`src/rtl/pattern_detector_n_if.sv`:
```
// pattern_detector_n_if: serial-stream and status bundle for pattern_detector_n.
//   master (stream source / status sink): drives seq_in, seq_valid, pattern,
//     load, overlap, count_clear; observes seq_out, match_count, armed.
//   slave  (the detector): the mirror image.
interface pattern_detector_n_if #(
    parameter int unsigned WIDTH = 4,
    parameter int unsigned CNT_W = 8
);
    logic             seq_in;
    logic             seq_valid;
    logic [WIDTH-1:0] pattern;
    logic             load;
    logic             overlap;
    logic             count_clear;
    logic             seq_out;
    logic [CNT_W-1:0] match_count;
    logic             armed;

    modport master (
        output seq_in, seq_valid, pattern, load, overlap, count_clear,
        input  seq_out, match_count, armed
    );

    modport slave (
        input  seq_in, seq_valid, pattern, load, overlap, count_clear,
        output seq_out, match_count, armed
    );
endinterface

```
`src/rtl/pattern_detector_n.sv`:
```
// pattern_detector_n: run-time programmable serial bit-pattern detector.
//   clock  : rising-edge system clock
//   reset  : asynchronous, active-low reset
//   bus    : pattern_detector_n_if slave port
//     seq_in/seq_valid : serial bit and its qualifier
//     pattern/load     : new pattern (MSB is first bit received), load strobe
//     overlap          : 1 = overlapping matches, 0 = restart after a match
//     count_clear      : synchronous clear of match_count
//     seq_out          : registered one-cycle match flag
//     match_count      : saturating match counter
//     armed            : history holds WIDTH valid bits
module pattern_detector_n #(
    parameter int unsigned     WIDTH        = 4,
    parameter logic [WIDTH-1:0] PATTERN_INIT = WIDTH'(4'b0111),
    parameter int unsigned     CNT_W        = 8
) (
    input logic               clock,
    input logic               reset,
    pattern_detector_n_if.slave bus
);
    localparam int unsigned FILL_W = $clog2(WIDTH + 1);
    localparam logic [FILL_W-1:0] FILL_FULL = FILL_W'(WIDTH);

    logic [WIDTH-1:0]  hist_q,    hist_d;
    logic [FILL_W-1:0] fill_q,    fill_d;
    logic [WIDTH-1:0]  pattern_q, pattern_d;
    logic              seq_out_q, seq_out_d;
    logic [CNT_W-1:0]  count_q,   count_d;
    logic              armed_q,   armed_d;

    logic [WIDTH:0]    shifted;
    logic [WIDTH-1:0]  hist_next;
    logic [FILL_W-1:0] fill_next;
    logic              hit;

    always_comb begin
        // Concatenate then truncate so WIDTH=1 needs no special case.
        shifted   = {hist_q, bus.seq_in};
        hist_next = shifted[WIDTH-1:0];
        fill_next = (fill_q == FILL_FULL) ? fill_q : fill_q + FILL_W'(1);
        hit       = (fill_next == FILL_FULL) && (hist_next == pattern_q);

        hist_d    = hist_q;
        fill_d    = fill_q;
        pattern_d = pattern_q;
        seq_out_d = 1'b0;

        if (bus.load) begin
            // A sample arriving with load is dropped.
            pattern_d = bus.pattern;
            hist_d    = '0;
            fill_d    = '0;
        end else if (bus.seq_valid) begin
            hist_d    = hist_next;
            seq_out_d = hit;
            fill_d    = (hit && !bus.overlap) ? '0 : fill_next;
        end

        count_d = count_q;
        if (bus.count_clear) begin
            count_d = '0;
        end else if (seq_out_d && (count_q != '1)) begin
            count_d = count_q + CNT_W'(1);
        end

        armed_d = (fill_d == FILL_FULL);
    end

    always_ff @(posedge clock or negedge reset) begin
        if (!reset) begin
            hist_q    <= '0;
            fill_q    <= '0;
            pattern_q <= PATTERN_INIT;
            seq_out_q <= 1'b0;
            count_q   <= '0;
            armed_q   <= 1'b0;
        end else begin
            hist_q    <= hist_d;
            fill_q    <= fill_d;
            pattern_q <= pattern_d;
            seq_out_q <= seq_out_d;
            count_q   <= count_d;
            armed_q   <= armed_d;
        end
    end

    assign bus.seq_out     = seq_out_q;
    assign bus.match_count = count_q;
    assign bus.armed       = armed_q;
endmodule

```
`src/flat_wrapper.sv`:
```
// flat-port wrapper written by rule: the top's interface ports become plain ports
module pattern_detector_n_flat 
#(
    parameter int unsigned     WIDTH        = 4,
    parameter logic [WIDTH-1:0] PATTERN_INIT = WIDTH'(4'b0111),
    parameter int unsigned     CNT_W        = 8
)
  (clock, reset, bus_seq_in, bus_seq_valid, bus_pattern, bus_load, bus_overlap, bus_count_clear, bus_seq_out, bus_match_count, bus_armed);
  pattern_detector_n_if #(.WIDTH(WIDTH), .CNT_W(CNT_W)) bus_i ();
  input logic clock;
  input logic reset;
  input wire logic [$bits(bus_i.seq_in)-1:0] bus_seq_in;
  input wire logic [$bits(bus_i.seq_valid)-1:0] bus_seq_valid;
  input wire logic [$bits(bus_i.pattern)-1:0] bus_pattern;
  input wire logic [$bits(bus_i.load)-1:0] bus_load;
  input wire logic [$bits(bus_i.overlap)-1:0] bus_overlap;
  input wire logic [$bits(bus_i.count_clear)-1:0] bus_count_clear;
  output wire logic [$bits(bus_i.seq_out)-1:0] bus_seq_out;
  output wire logic [$bits(bus_i.match_count)-1:0] bus_match_count;
  output wire logic [$bits(bus_i.armed)-1:0] bus_armed;
  assign bus_i.seq_in = bus_seq_in;
  assign bus_i.seq_valid = bus_seq_valid;
  assign bus_i.pattern = bus_pattern;
  assign bus_i.load = bus_load;
  assign bus_i.overlap = bus_overlap;
  assign bus_i.count_clear = bus_count_clear;
  assign bus_seq_out = bus_i.seq_out;
  assign bus_match_count = bus_i.match_count;
  assign bus_armed = bus_i.armed;
  pattern_detector_n #(.WIDTH(WIDTH), .PATTERN_INIT(PATTERN_INIT), .CNT_W(CNT_W)) u_core (.clock(clock), .reset(reset), .bus(bus_i));
endmodule
```
`config.mk`:
```
export PLATFORM = sky130hd
export DESIGN_NAME = pattern_detector_n_flat
export DESIGN_NICKNAME = d
export VERILOG_FILES = /design/src/rtl/pattern_detector_n_if.sv /design/src/rtl/pattern_detector_n.sv /design/src/flat_wrapper.sv
export SDC_FILE = /design/constraint.sdc
export NUM_CORES = 1
export LEC_CHECK = 0
export BUFFER_PORTS_ARGS = -buffer_cell sky130_fd_sc_hd__buf_2
export CAP_MARGIN = 5
export CORE_AREA = 2 2 55 57
export CTS_CLUSTER_SIZE = 14
export DETAILED_ROUTE_END_ITERATION = 16
export DIE_AREA = 0 0 57 59
export PLACE_DENSITY_LB_ADDON = 0.05
export SYNTH_ARGS = -nofsm -noshare
export SYNTH_HDL_FRONTEND = slang
export SYNTH_SLANG_ARGS = --single-unit
```
`constraint.sdc`:
```
create_clock -name clock -period 2.05 [get_ports clock]
set_clock_uncertainty 0.15 [all_clocks]
set_input_delay 0.205 -clock clock [delete_from_list [all_inputs] [get_ports clock]]
set_output_delay 0.205 -clock clock [all_outputs]
set_load 0.03 [all_outputs]
```
# After elaboration in Yosys (flattened, before gate mapping)
# Cells that the tools add are included.
op_classes:
  n_reduce_logical: 6
  n_addsub: 2
  n_eq_ne: 5
  mux: 10
ops:
  columns: ["operator", "count"]
  rows:
  - ["$mux W3", 6]
  - ["$mux W8", 2]
  - ["$eq A3 B3 Y1 const B", 3]
  - ["$add A8 B1 Y8 const B", 1]
  - ["$ne A8 B8 Y1 const B", 1]
  - ["$eq A4 B4 Y1", 1]
  - ["$reduce_bool A2 Y1", 2]
  - ["$add A3 B1 Y3 const B", 1]
  - ["$logic_and A1 B1 Y1", 3]
  - ["$mux W1", 2]
  - ["$logic_not A1 Y1", 1]
word_totals:
  reg_bits: 20
  out_inout_bits: 10

# Longest topological paths before layout
# Gate-level depths: netlist of the first run.
depth:
  ltp_word: 9
  ltp_mapped: 8
  mapped_depth_nobuf: 7

# Worst setup path after synthesis of the first run
# Ideal clock, no wire load.
synth_path:
  path_kind: "flip-flop to flip-flop"
  startpoint: "reg u_core.fill_q[0]"
  endpoint: "reg u_core.count_q[4], in the netlist u_core.bus.match_count[4]"
  path_slack_ns: -0.142
  setup_ns: 0.078
  arrival_ns: 1.965
  stages_incl_launch_ff: 9
  path_cell_list: "dfrtp_1 > inv_1 > ha_1 > nor4b_1 > a221o_2 > nand4_2 > buf_6 > or3_1 > a21oi_1"
synth_via:
  elab_chain_cells: 8
  word_cells_on_any_way: 9
synth_rtl:
  columns: ["element", "line", "rtl"]
  rows:
  - ["start: declaration", "pattern_detector_n.sv:25", "logic [FILL_W-1:0] fill_q, fill_d;"]
  - ["start signal: assignment", "pattern_detector_n.sv:79", "fill_q <= fill_d;"]
  - ["$add A3 B1 Y3 or $eq A3 B3 Y1 (tied branches)", "pattern_detector_n.sv:40", "fill_next = (fill_q == FILL_FULL) ? fill_q : fill_q + FILL_W'(1);"]
  - ["$mux W3 *", "pattern_detector_n.sv:40", null]
  - ["$eq A3 B3 Y1 *", "pattern_detector_n.sv:41", "hit = (fill_next == FILL_FULL) && (hist_next == pattern_q);"]
  - ["$logic_and A1 B1 Y1 *", "pattern_detector_n.sv:41", null]
  - ["$mux W1 *", "pattern_detector_n.sv:53", "end else if (bus.seq_valid) begin"]
  - ["$mux W1 *", "pattern_detector_n.sv:48", "if (bus.load) begin"]
  - ["$logic_and A1 B1 Y1 *", "pattern_detector_n.sv:62", "end else if (seq_out_d && (count_q != '1)) begin"]
  - ["$reduce_bool A2 Y1 (no source line) *", null, null]
  - ["end signal: assignment", "pattern_detector_n.sv:82", "count_q <= count_d;"]
  - ["end: declaration", "pattern_detector_n.sv:28", "logic [CNT_W-1:0] count_q, count_d;"]
# Mark *: on every way between the ends. The rest lies on a longest branch, timed or not.
# A chain may end at the register's enable or synchronous reset.

# Worst setup path in the final report of the first run
layout_path:
  startpoint: "reg u_core.fill_q[1]"
  endpoint: "reg u_core.count_q[5], in the netlist u_core.bus.match_count[5]"
# The elaborated chain is that of the path after synthesis.

==> results of run 1 <==
worst min path at each step:
stage / startpoint / to / slack, ns / cells after the start
floorplan: reset / u_core.bus.armed$_DFF_PN0_ / -0.24 / 0
global placement: reset / u_core.bus.match_count[6]$_DFFE_PN0P_ / 0.04 / 1
detailed placement: reset / u_core.bus.match_count[7]$_DFFE_PN0P_ / 0.03 / 1
CTS: bus_seq_in / u_core.hist_q[0]$_DFFE_PN0P_ / 0.02 / 3
global route: bus_seq_in / u_core.hist_q[0]$_DFFE_PN0P_ / 0.06 / 3
finish: bus_seq_in / u_core.hist_q[0]$_DFFE_PN0P_ / 0.04 / 3
timing repair:
item | 4_1_cts | 5_1_grt
setup endpoints to repair | 5 | 7
pin swaps | 1 | 6
resized for setup | 3 | 12
setup buffers | 2 | 6
endpoints found under the hold margin | 25 | 0
hold buffers | 7 | 0
per-layer routing:
layer / up-vias / GRT usage, %
met5: - / 0
met4: 0 / 4.98
met3: 2 / 4.80
met2: 20 / 25.1
met1: 440 / 19.8
li1: 459 / -
critical path: cells and delay by family, from the launching register on:
family	cells	cell delay, ns
AOI/OAI and AO/OA	2	0.35
and+or+nand+nor	3	0.86
adders and majority gates	1	0.21
buffers and inverters	1	0.09
DFF	1	0.43
synth_stat cells, drive strengths merged (2+ instances only):
library cell	instances	area share (%)
buf	3	1.9
mux2i	4	3.7
nand2	3	1.0
inv	4	1.4
nor2b	3	1.7
mux2	5	5.2
xor2	5	4.1
a21oi	9	4.2
nand4	2	1.7
or3	5	3.0
ha	3	3.5
o21ai	6	2.8
nor2	9	3.1
nand3	5	2.3
dfrtp	17	40
nor4	2	2.6
dfstp	3	7.3
cell type report:
class                      instances  area [um2]  area share (%)
clock inverter                     1        30.0            1.95
multi-input combinational         75         604            39.2
tap                               31        38.8            2.51
inverter                           4        15.0           0.973
clock buffer                       3        22.5            1.46
sequential                        20         504            32.7
timing repair buffer              46         328            21.2
sequential cells by signal, indices dropped and copies added (netlist names):
signal	flops
u_core.fill_q	3
u_core.pattern_q	4
u_core.bus.armed	1
u_core.bus.match_count	8
u_core.hist_q	3
u_core.bus.seq_out	1
power by group through the flow:
stage	sequential, mW	clock, mW	combinational, mW
floorplan	0.431	0	0.0761
global placement	0.432	0	0.120
detailed placement	0.433	0	0.123
CTS	0.425	0.341	0.140
global route	0.428	0.352	0.179
finish	0.426	0.333	0.164
cell families after synthesis:
family	Yosys count	synth area share (%)
XOR/XNOR	6	4.88
AO/OA/AOI/OAI	20	10.9
buffers and inverters	8	3.60
multiplexers	9	8.95
adder cells (fa/ha/maj)	3	3.49
flip-flops	20	46.9
AND/OR/NAND/NOR	37	21.3
per-stage QoR:
stage          hold WS (ns)  std cells  util, %  setup TNS (ns)  setup slack, ns
2_1_floorplan        -0.241        103        -               0           0.0138
3_3_place_gp         0.0377        161     47.7          -0.344           -0.133
3_5_place_dp         0.0337        161     47.7          -0.500           -0.168
4_1_cts              0.0163        174     53.2          -0.320           -0.111
5_1_grt              0.0629        180     56.9          -0.684           -0.193
6_report             0.0403        180     56.9          -0.227           -0.115
==> results.tsv, run 1 <==
metric	value	unit
largest net degree at the start of global routing	21	
internal power component	0.703	mW
deepest clock path buffer count	2	
CP Capture Type	flip-flop	
max-slew headroom at the worst pin	69.9	%
startpoint types	flip-flop	
met3 layer wire length in the routed design	100	um
destination of the worst register-to-register timing path	u_core.bus.match_count[5]$_DFFE_PN0P_	
data required time of the critical path	2.15	ns
Post-DP Area	1290	um2
hold violation total from the final report	0	
measured slew at the worst slew-check pin	0.452	ns
Final Max Slew Viols	0	
Layout Nets	164	
TritonCTS clock tree	built	
insertion delay of the later-clocked pin in the worst-skew pair	0.31	ns
crit path kind	flip-flop to flip-flop	
Leakage	0.723	nW
total nets after synthesis	117	
share of the clock period used by the worst path after layout	106	%
clock share of power	36.1	%
residual antenna-violating net count after detailed routing	0	
unrepaired setup endpoints after global routing	yes	
Worst setup startpoint	u_core.fill_q[1]$_DFF_PN0_	
Sw Share	23.8	%
FF-to-FF path depth	7	
wl on met1	1150	um
Pre-antenna DRT Iters	4	
delay of the slowest cell on the worst path	0.51	ns
total wirelength of the detailed-routed design	2460	um
Final Cell Area	1540	um2
post-synthesis register bit count	20	
post-detailed-route wirelength per cell	13.6	um
via count normalized by instance count	5.12	
Total Die Area	3360	um2
detailed router's first-iteration violation count	18	
starting density of the core	39.7	%
detailed route wirelength on metal2	1190	um
Max-cap violations	0	
largest fanout on the critical path	7	
Via Count	921	
setup slack on the worst flop-to-flop path	-0.12	ns
final estimated routing congestion in global placement	0.724	
initial antenna violation count	0	
via count of the first global-routing pass	879	
data arrival time of the worst path	2.27	ns
highest-count cells in the layout ignoring fill and taps	sky130_fd_sc_hd__buf_2, sky130_fd_sc_hd__dfrtp_1, sky130_fd_sc_hd__buf_4	
diode count	0	
count of mapped cells out of synthesis	103	
count of filler cells inserted in the layout	249	
number of distinct library cells after synthesis	37	
dominant register cell in the synthesized netlist	sky130_fd_sc_hd__dfrtp_1	
clock slew at reported path FFs	0.12	ns
Post-route DRC	0	
post-route minimum period	2.17	ns
Hold/Removal Path Class	primary input to flip-flop	
share of power burned in registers	46.2	%
critical path endpoint	u_core.bus.match_count[5]$_DFFE_PN0P_	
post-synthesis async set-or-reset flop share	100	%
EDFF count, synth	0	
overall die width	57	um
failing checks	setup timing	
top-level I/O count	21	
least setup slack across all paths after layout	-0.115	ns
count of final setup violators	3	
Layout area overhead	43.4	%
areal power density over the cells	598	nW/um2
overall power consumption	0.922	mW
Highest Clock Rate	462	MHz
crit path cell chain	inv_2 -> ha_4 -> nor4b_4 -> a221o_2 -> nand4_4 -> or4_4 -> a21oi_2	
result of the run	finished with violations	
global route overflow	0	
floorplan core area	2710	um2
Switching Power	0.219	mW
TritonCTS Sinks	20	
maximum level of the CTS H-tree	1	
post-DP HPWL	1610	um
wire length of the first global-routing pass	3930	um
share of power burned in combinational logic	17.8	%
Cell Rows	19	
most common cell after layout, fill and taps aside	sky130_fd_sc_hd__buf_2	
Synth Warn #	0	
Port-buffer cells	20	
share of synthesized area occupied by flip-flops and latches	46.9	%
Worst path slowest cell	sky130_fd_sc_hd__or4_4	
average size of a mapped cell	10.4	um2
fraction of layout cells with a size suffix above 1	44.3	%
highest metal layer used by the detailed router	met4	
all-layer global routing usage	15.5	%
Clock Tree Root	sky130_fd_sc_hd__clkbuf_4	
critical register-to-register path startpoint	u_core.fill_q[1]$_DFF_PN0_	
total clock buffers created by CTS	3	
Chip Height	59	um
Max VDD drop	0.495	mV
area of the mapped netlist	1080	um2
Power figures use the tool's default switching activity.
==> inputs of run 2 (changes only) <==
--- a/config.mk
+++ b/config.mk
@@ -12,6 +12,7 @@
 export DETAILED_ROUTE_END_ITERATION = 16
 export DIE_AREA = 0 0 57 59
 export PLACE_DENSITY_LB_ADDON = 0.05
+export SKIP_CTS_REPAIR_TIMING = 1
 export SYNTH_ARGS = -nofsm -noshare
 export SYNTH_HDL_FRONTEND = slang
 export SYNTH_SLANG_ARGS = --single-unit
==> constraint.sdc (replaced) <==
create_clock -name clock -period 2.05 [get_ports clock]
set_clock_uncertainty 0.15 [all_clocks]
set_input_delay 0.205 -clock clock [delete_from_list [all_inputs] [get_ports clock]]
set_output_delay 0.205 -clock clock [all_outputs]
set_load 0.02 [all_outputs]
==> run 2 against run 1 <==
Sequential share of layout area is 1.7 points higher. Hold slack worse by 0.040 ns. Highest routed layer unchanged. Wire length is 3.1% lower. Sequential power hardly changed. Power is 2.2% lower. Non-clock buffer count is 7 lower. Die area stayed put. Sequential cell count stayed put. The run ends with hold timing, setup timing left. Setup slack worse by 0.0037 ns.
==> results.tsv, run 2 (synthesis gave the netlist of run 1 again) <==
metric	value	unit	change
hold violation total from the final report	1		was 0
count of final setup violators	4		was 3
max-slew headroom at the worst pin	70.1	%	was 69.9%
largest fanout on the critical path	7		unchanged
total negative slack for setup checks	-0.251	ns	was -0.227 ns
Cell Rows	19		unchanged
delay of the slowest cell on the worst path	0.51	ns	about the same
clock slew at reported path FFs	0.13	ns	was 0.12 ns
Layout Nets	157		was 164
crit path cell chain	inv_2 -> ha_4 -> nor4b_4 -> a221o_2 -> nand4_4 -> or4_4 -> a21oi_2		unchanged
post-detailed-route wirelength per cell	13.8	um	was 13.6 um
starting density of the core	39.7	%	unchanged
deepest clock path buffer count	2		unchanged
Worst path slowest cell	sky130_fd_sc_hd__or4_4		unchanged
Final Max Slew Viols	0		unchanged
result of the run	finished with violations		unchanged
TritonCTS clock tree	built		unchanged
total wirelength of the detailed-routed design	2380	um	was 2460 um
global route overflow	0		unchanged
startpoint types	flip-flop		unchanged
Layout area overhead	36.6	%	was 43.4%
crit path kind	flip-flop to flip-flop		unchanged
max reg flops	8		unchanged
met1 track demand over resource in global routing	19.6	%	was 19.8%
failing checks	hold timing, setup timing		was setup timing
least setup slack across all paths after layout	-0.119	ns	was -0.115 ns
diode count	0		unchanged
post-route minimum period	2.17	ns	about the same
wire length of the first global-routing pass	3720	um	was 3930 um
Highest Clock Rate	461	MHz	was 462 MHz
number of instances in the placed design	161		unchanged
met3 track demand over resource in global routing	4.80	%	unchanged
CP Capture Type	flip-flop		unchanged
Leakage	0.686	nW	was 0.723 nW
overall die width	57	um	unchanged
measured slew at the worst slew-check pin	0.449	ns	was 0.452 ns
TritonCTS Sinks	20		unchanged
detailed router's first-iteration violation count	24		was 18
highest-count cells in the layout ignoring fill and taps	sky130_fd_sc_hd__buf_2, sky130_fd_sc_hd__dfrtp_1, sky130_fd_sc_hd__buf_4		unchanged
areal power density over the cells	614	nW/um2	was 598 nW/um2
most common cell after layout, fill and taps aside	sky130_fd_sc_hd__buf_2		unchanged
total clock buffers created by CTS	3		unchanged
Hold/Removal Path Class	primary input to flip-flop		unchanged
post-DP HPWL	1610	um	unchanged
Layout Cells excl Fill	173		was 180
top-level I/O count	21		unchanged
Hold WS	-0.000238	ns	was 0.0403 ns
met2 Resource Use GR	22.5	%	was 25.1%
unrepaired setup endpoints after global routing	yes		unchanged
Port-buffer cells	20		unchanged
Via Count	894		was 921
data arrival time of the worst path	2.27	ns	about the same
residual antenna-violating net count after detailed routing	0		unchanged
Chip Height	59	um	unchanged
Post-route DRC	0		unchanged
initial antenna violation count	0		unchanged
all-layer global routing usage	14.6	%	was 15.5%
insertion delay of the later-clocked pin in the worst-skew pair	0.31	ns	about the same
fraction of the core area covered by cells at the end of the flow	54.2	%	was 56.9%
Max VDD drop	0.587	mV	was 0.495 mV
share of the clock period used by the worst path after layout	106	%	about the same
Pre-antenna DRT Iters	4		unchanged
Max-cap violations	0		unchanged
maximum level of the CTS H-tree	1		unchanged
via count normalized by instance count	5.17		was 5.12
via count of the first global-routing pass	829		was 879
final estimated routing congestion in global placement	0.724		unchanged
largest net degree at the start of global routing	21		unchanged
fraction of layout cells with a size suffix above 1	41.5	%	was 44.3%
peak-usage layer in the global routing report	met2		unchanged
Total Die Area	3360	um2	unchanged
floorplan core area	2710	um2	unchanged
Post-Place Setup Slack	-0.168	ns	unchanged
Clock Tree Root	sky130_fd_sc_hd__clkbuf_4		unchanged
data required time of the critical path	2.16	ns	was 2.15 ns
[run 2: worst paths after layout]
kind	start	end	slack (ns)	depth (start not counted)
worst min register to register	u_core.pattern_q[3]$_DFFE_PN0P_	u_core.pattern_q[3]$_DFFE_PN0P_	0.40	1
min in group asynchronous	reset	u_core.bus.match_count[6]$_DFFE_PN0P_	0.21	2
worst max register to register	u_core.fill_q[0]$_DFF_PN0_	u_core.bus.match_count[5]$_DFFE_PN0P_	-0.12	7
max in group asynchronous	reset	u_core.pattern_q[2]$_DFFE_PN1P_	1.20	2
worst max-delay path	u_core.fill_q[0]$_DFF_PN0_	u_core.bus.match_count[5]$_DFFE_PN0P_	-0.12	7
worst min-delay path	bus_count_clear	u_core.bus.match_count[5]$_DFFE_PN0P_	-0.0002	2
[run 2: layer usage]
layer	vias to the layer above	wire (um)
met2	30	1130
met5	-	0
met1	417	1060
met4	0	23
li1	445	-
met3	2	163
[run 2: report_power, final]
group / total [mW] / switching, mW / internal [mW]
Clock: 0.334 / 0.136 / 0.198
Combinational: 0.141 / 0.0661 / 0.0752
Sequential: 0.427 / 0.0134 / 0.414
Total: 0.902 / 0.216 / 0.687
[run 2: through the flow]
step                cell area, um2  power [mW]
global route                  1470       0.936
finish                        1470       0.902
floorplan                     1090       0.507
global placement              1290       0.551
CTS                           1350       0.889
detailed placement            1290       0.556
[run 2: critical path: cells and delay by family (launching register included)]
family                     cells  cell delay (ns)
buffers and inverters          1             0.08
DFF                            1             0.47
and+or+nand+nor                3             0.86
AOI/OAI and AO/OA              2             0.35
adders and majority gates      1             0.20
[run 2: final cells by class]
| type | instances | area (um2) |
|---|---|---|
| multi-input cells | 75 | 592 |
| fillers | 258 | 1240 |
| well taps | 31 | 38.8 |
| flip-flops and latches | 20 | 505 |
| clock buffers | 3 | 22.5 |
| clock inverters | 1 | 30.0 |
| repair buffers | 39 | 267 |
| inverters | 4 | 15.0 |
==> inputs of run 3 (changes only) <==
--- a/config.mk
+++ b/config.mk
@@ -7,12 +7,14 @@
 export LEC_CHECK = 0
 export BUFFER_PORTS_ARGS = -buffer_cell sky130_fd_sc_hd__buf_2
 export CAP_MARGIN = 5
-export CORE_AREA = 2 2 55 57
+export CORE_AREA = 5 5 58 60
 export CTS_CLUSTER_SIZE = 14
 export DETAILED_ROUTE_END_ITERATION = 16
-export DIE_AREA = 0 0 57 59
+export DIE_AREA = 0 0 63 65
+export HOLD_SLACK_MARGIN = 0.03
 export PLACE_DENSITY_LB_ADDON = 0.05
 export SKIP_CTS_REPAIR_TIMING = 1
+export SLEW_MARGIN = 0
 export SYNTH_ARGS = -nofsm -noshare
 export SYNTH_HDL_FRONTEND = slang
 export SYNTH_SLANG_ARGS = --single-unit
==> run 3 against run 2 <==
The run ends with setup timing left. Maximum frequency is 0.88% higher. Power shrank 11%. Via count rose by 1.7%. Non-clock buffer count increased by 1. Combinational power barely moved. Largest cell class unchanged.
==> results.tsv, run 3 (synthesis gave the netlist of run 1 again) <==
metric	value	unit	change
post-route minimum period	2.15	ns	was 2.17 ns
number of stages on the worst hold path	3		was 2
share of the clock period used by the worst path after layout	105	%	was 106%
Max-cap violations	0		unchanged
deepest clock path buffer count	2		unchanged
startpoint types	flip-flop		unchanged
Port-buffer cells	20		unchanged
total wirelength of the detailed-routed design	2330	um	was 2380 um
max-slew headroom at the worst pin	69.7	%	was 70.1%
wire length of the first global-routing pass	3950	um	was 3720 um
Via Count	909		was 894
largest fanout on the critical path	7		unchanged
Total Die Area	4100	um2	was 3360 um2
starting density of the core	37.4	%	was 39.7%
detailed router's first-iteration violation count	18		was 24
Cell Rows	20		was 19
most common cell after layout, fill and taps aside	sky130_fd_sc_hd__buf_2		unchanged
sequential cell area in the final layout	504	um2	was 505 um2
Hold WS	0.0249	ns	was -0.000238 ns
floorplan core area	2880	um2	was 2710 um2
residual antenna-violating net count after detailed routing	0		unchanged
Chip Height	65	um	was 59 um
hold violation total from the final report	0		was 1
count of filler cells inserted in the layout	288		was 258
clock slew at reported path FFs	0.11	ns	was 0.13 ns
Leakage	0.681	nW	was 0.686 nW
overall power consumption	0.800	mW	was 0.902 mW
FF-to-FF path depth	8		was 7
Max VDD drop	0.408	mV	was 0.587 mV
areal power density over the cells	550	nW/um2	was 614 nW/um2
overall die width	63	um	was 57 um
total negative slack for setup checks	-0.232	ns	was -0.251 ns
final estimated routing congestion in global placement	0.844		was 0.724
top-level I/O count	21		unchanged
fraction of layout cells with a size suffix above 1	39.9	%	was 41.5%
Layout area overhead	35.2	%	was 36.6%
via count of the first global-routing pass	890		was 829
measured slew at the worst slew-check pin	0.454	ns	was 0.449 ns
all-layer global routing usage	12.0	%	was 14.6%
global route overflow	0		unchanged
highest-count cells in the layout ignoring fill and taps	sky130_fd_sc_hd__buf_2, sky130_fd_sc_hd__dfrtp_1, sky130_fd_sc_hd__buf_4		unchanged
post-detailed-route wirelength per cell	13.3	um	was 13.8 um
diode count	0		unchanged
Final Max Slew Viols	0		unchanged
total clock buffers created by CTS	3		unchanged
TritonCTS clock tree	built		unchanged
data required time of the critical path	2.13	ns	was 2.16 ns
fraction of the core area covered by cells at the end of the flow	50.6	%	was 54.2%
Highest Clock Rate	465	MHz	was 461 MHz
crit path kind	flip-flop to flip-flop		unchanged
count of final setup violators	6		was 4
failing checks	setup timing		was hold timing, setup timing
Hold/Removal Path Class	primary input to flip-flop		unchanged
TritonCTS Sinks	20		unchanged
Post-route DRC	0		unchanged
post-DP HPWL	1700	um	was 1610 um
data arrival time of the worst path	2.23	ns	was 2.27 ns
maximum level of the CTS H-tree	1		unchanged
via count normalized by instance count	5.16		was 5.17
Clock Tree Root	sky130_fd_sc_hd__clkbuf_4		unchanged
insertion delay of the later-clocked pin in the worst-skew pair	0.30	ns	was 0.31 ns
Pre-antenna DRT Iters	4		unchanged
unrepaired setup endpoints after global routing	yes		unchanged
Layout Nets	158		was 157
area of the multi-input gates	589	um2	was 592 um2
initial antenna violation count	0		unchanged
least setup slack across all paths after layout	-0.0999	ns	was -0.119 ns
max reg flops	8		unchanged
Post-Place Setup Slack	-0.203	ns	was -0.168 ns
result of the run	finished with violations		unchanged
CP Capture Type	flip-flop		unchanged
largest net degree at the start of global routing	21		unchanged
run 3: cell count changes in the layout (fill, tap and decap cells not counted), sizes merged:
cell         before  now
bufinv            1    0
clkbuf            3    4
dlygate4sd3       5    6
run 3: per-stage QoR:
step           instance area (um2)  std cells
2_1_floorplan                 1090        103
4_1_cts                       1330        167
5_1_grt                       1460        176
3_5_place_dp                  1290        163
3_3_place_gp                  1290        163
6_report                      1460        176
run 3: area by class of cell:
type                            instances  share of cell area, %
Clock buffer                            4                   2.49
Multi-Input combinational cell         75                   40.5
Tap cell                               33                   2.84
Sequential cell                        20                   34.7
Timing Repair Buffer                   40                   18.5
Inverter                                4                   1.03
run 3: worst paths after layout:
| kind | startpoint | to | slack, ns |
|---|---|---|---|
| setup / recovery | u_core.fill_q[1]$_DFF_PN0_ | u_core.bus.match_count[2]$_DFFE_PN0P_ | -0.1 |
| hold / removal | bus_seq_in | u_core.hist_q[0]$_DFFE_PN0P_ | 0.02 |
| setup reg to reg | u_core.fill_q[1]$_DFF_PN0_ | u_core.bus.match_count[2]$_DFFE_PN0P_ | -0.1 |
| hold reg to reg | u_core.pattern_q[3]$_DFFE_PN0P_ | u_core.pattern_q[3]$_DFFE_PN0P_ | 0.41 |
| max in group asynchronous | reset | u_core.pattern_q[2]$_DFFE_PN1P_ | 1.19 |
| min in group asynchronous | reset | u_core.bus.seq_out$_DFF_PN0_ | 0.21 |
run 3: worst max-delay path, cell delays in order (launching register included):
cell                       delay [ns]
sky130_fd_sc_hd__dfrtp_1         0.43
sky130_fd_sc_hd__inv_2           0.09
sky130_fd_sc_hd__ha_4            0.22
sky130_fd_sc_hd__nor4bb_2        0.27
sky130_fd_sc_hd__a221o_2         0.20
sky130_fd_sc_hd__nand4_4         0.13
sky130_fd_sc_hd__buf_6           0.17
sky130_fd_sc_hd__or3_1           0.30
sky130_fd_sc_hd__a21oi_1         0.12
run 3: where the power goes:
group / leakage [nW] / internal [mW] / total [mW] / switching (mW)
clock network: 0.0210 / 0.108 / 0.233 / 0.124
registers: 0.264 / 0.413 / 0.425 / 0.0121
logic: 0.395 / 0.0753 / 0.142 / 0.0671
total: 0.681 / 0.597 / 0.800 / 0.204
run 3: layer usage:
layer | track usage (%) | routed length [um] | vias to the layer above | share of wire, %
li1 | - | - | 451 | -
met1 | 15.4 | 1080 | 441 | 46
met2 | 19.1 | 1140 | 15 | 49
met3 | 2.60 | 94 | 2 | 4.0
met4 | 6.10 | 19 | 0 | 0.81
met5 | 0 | 0 | - | 0
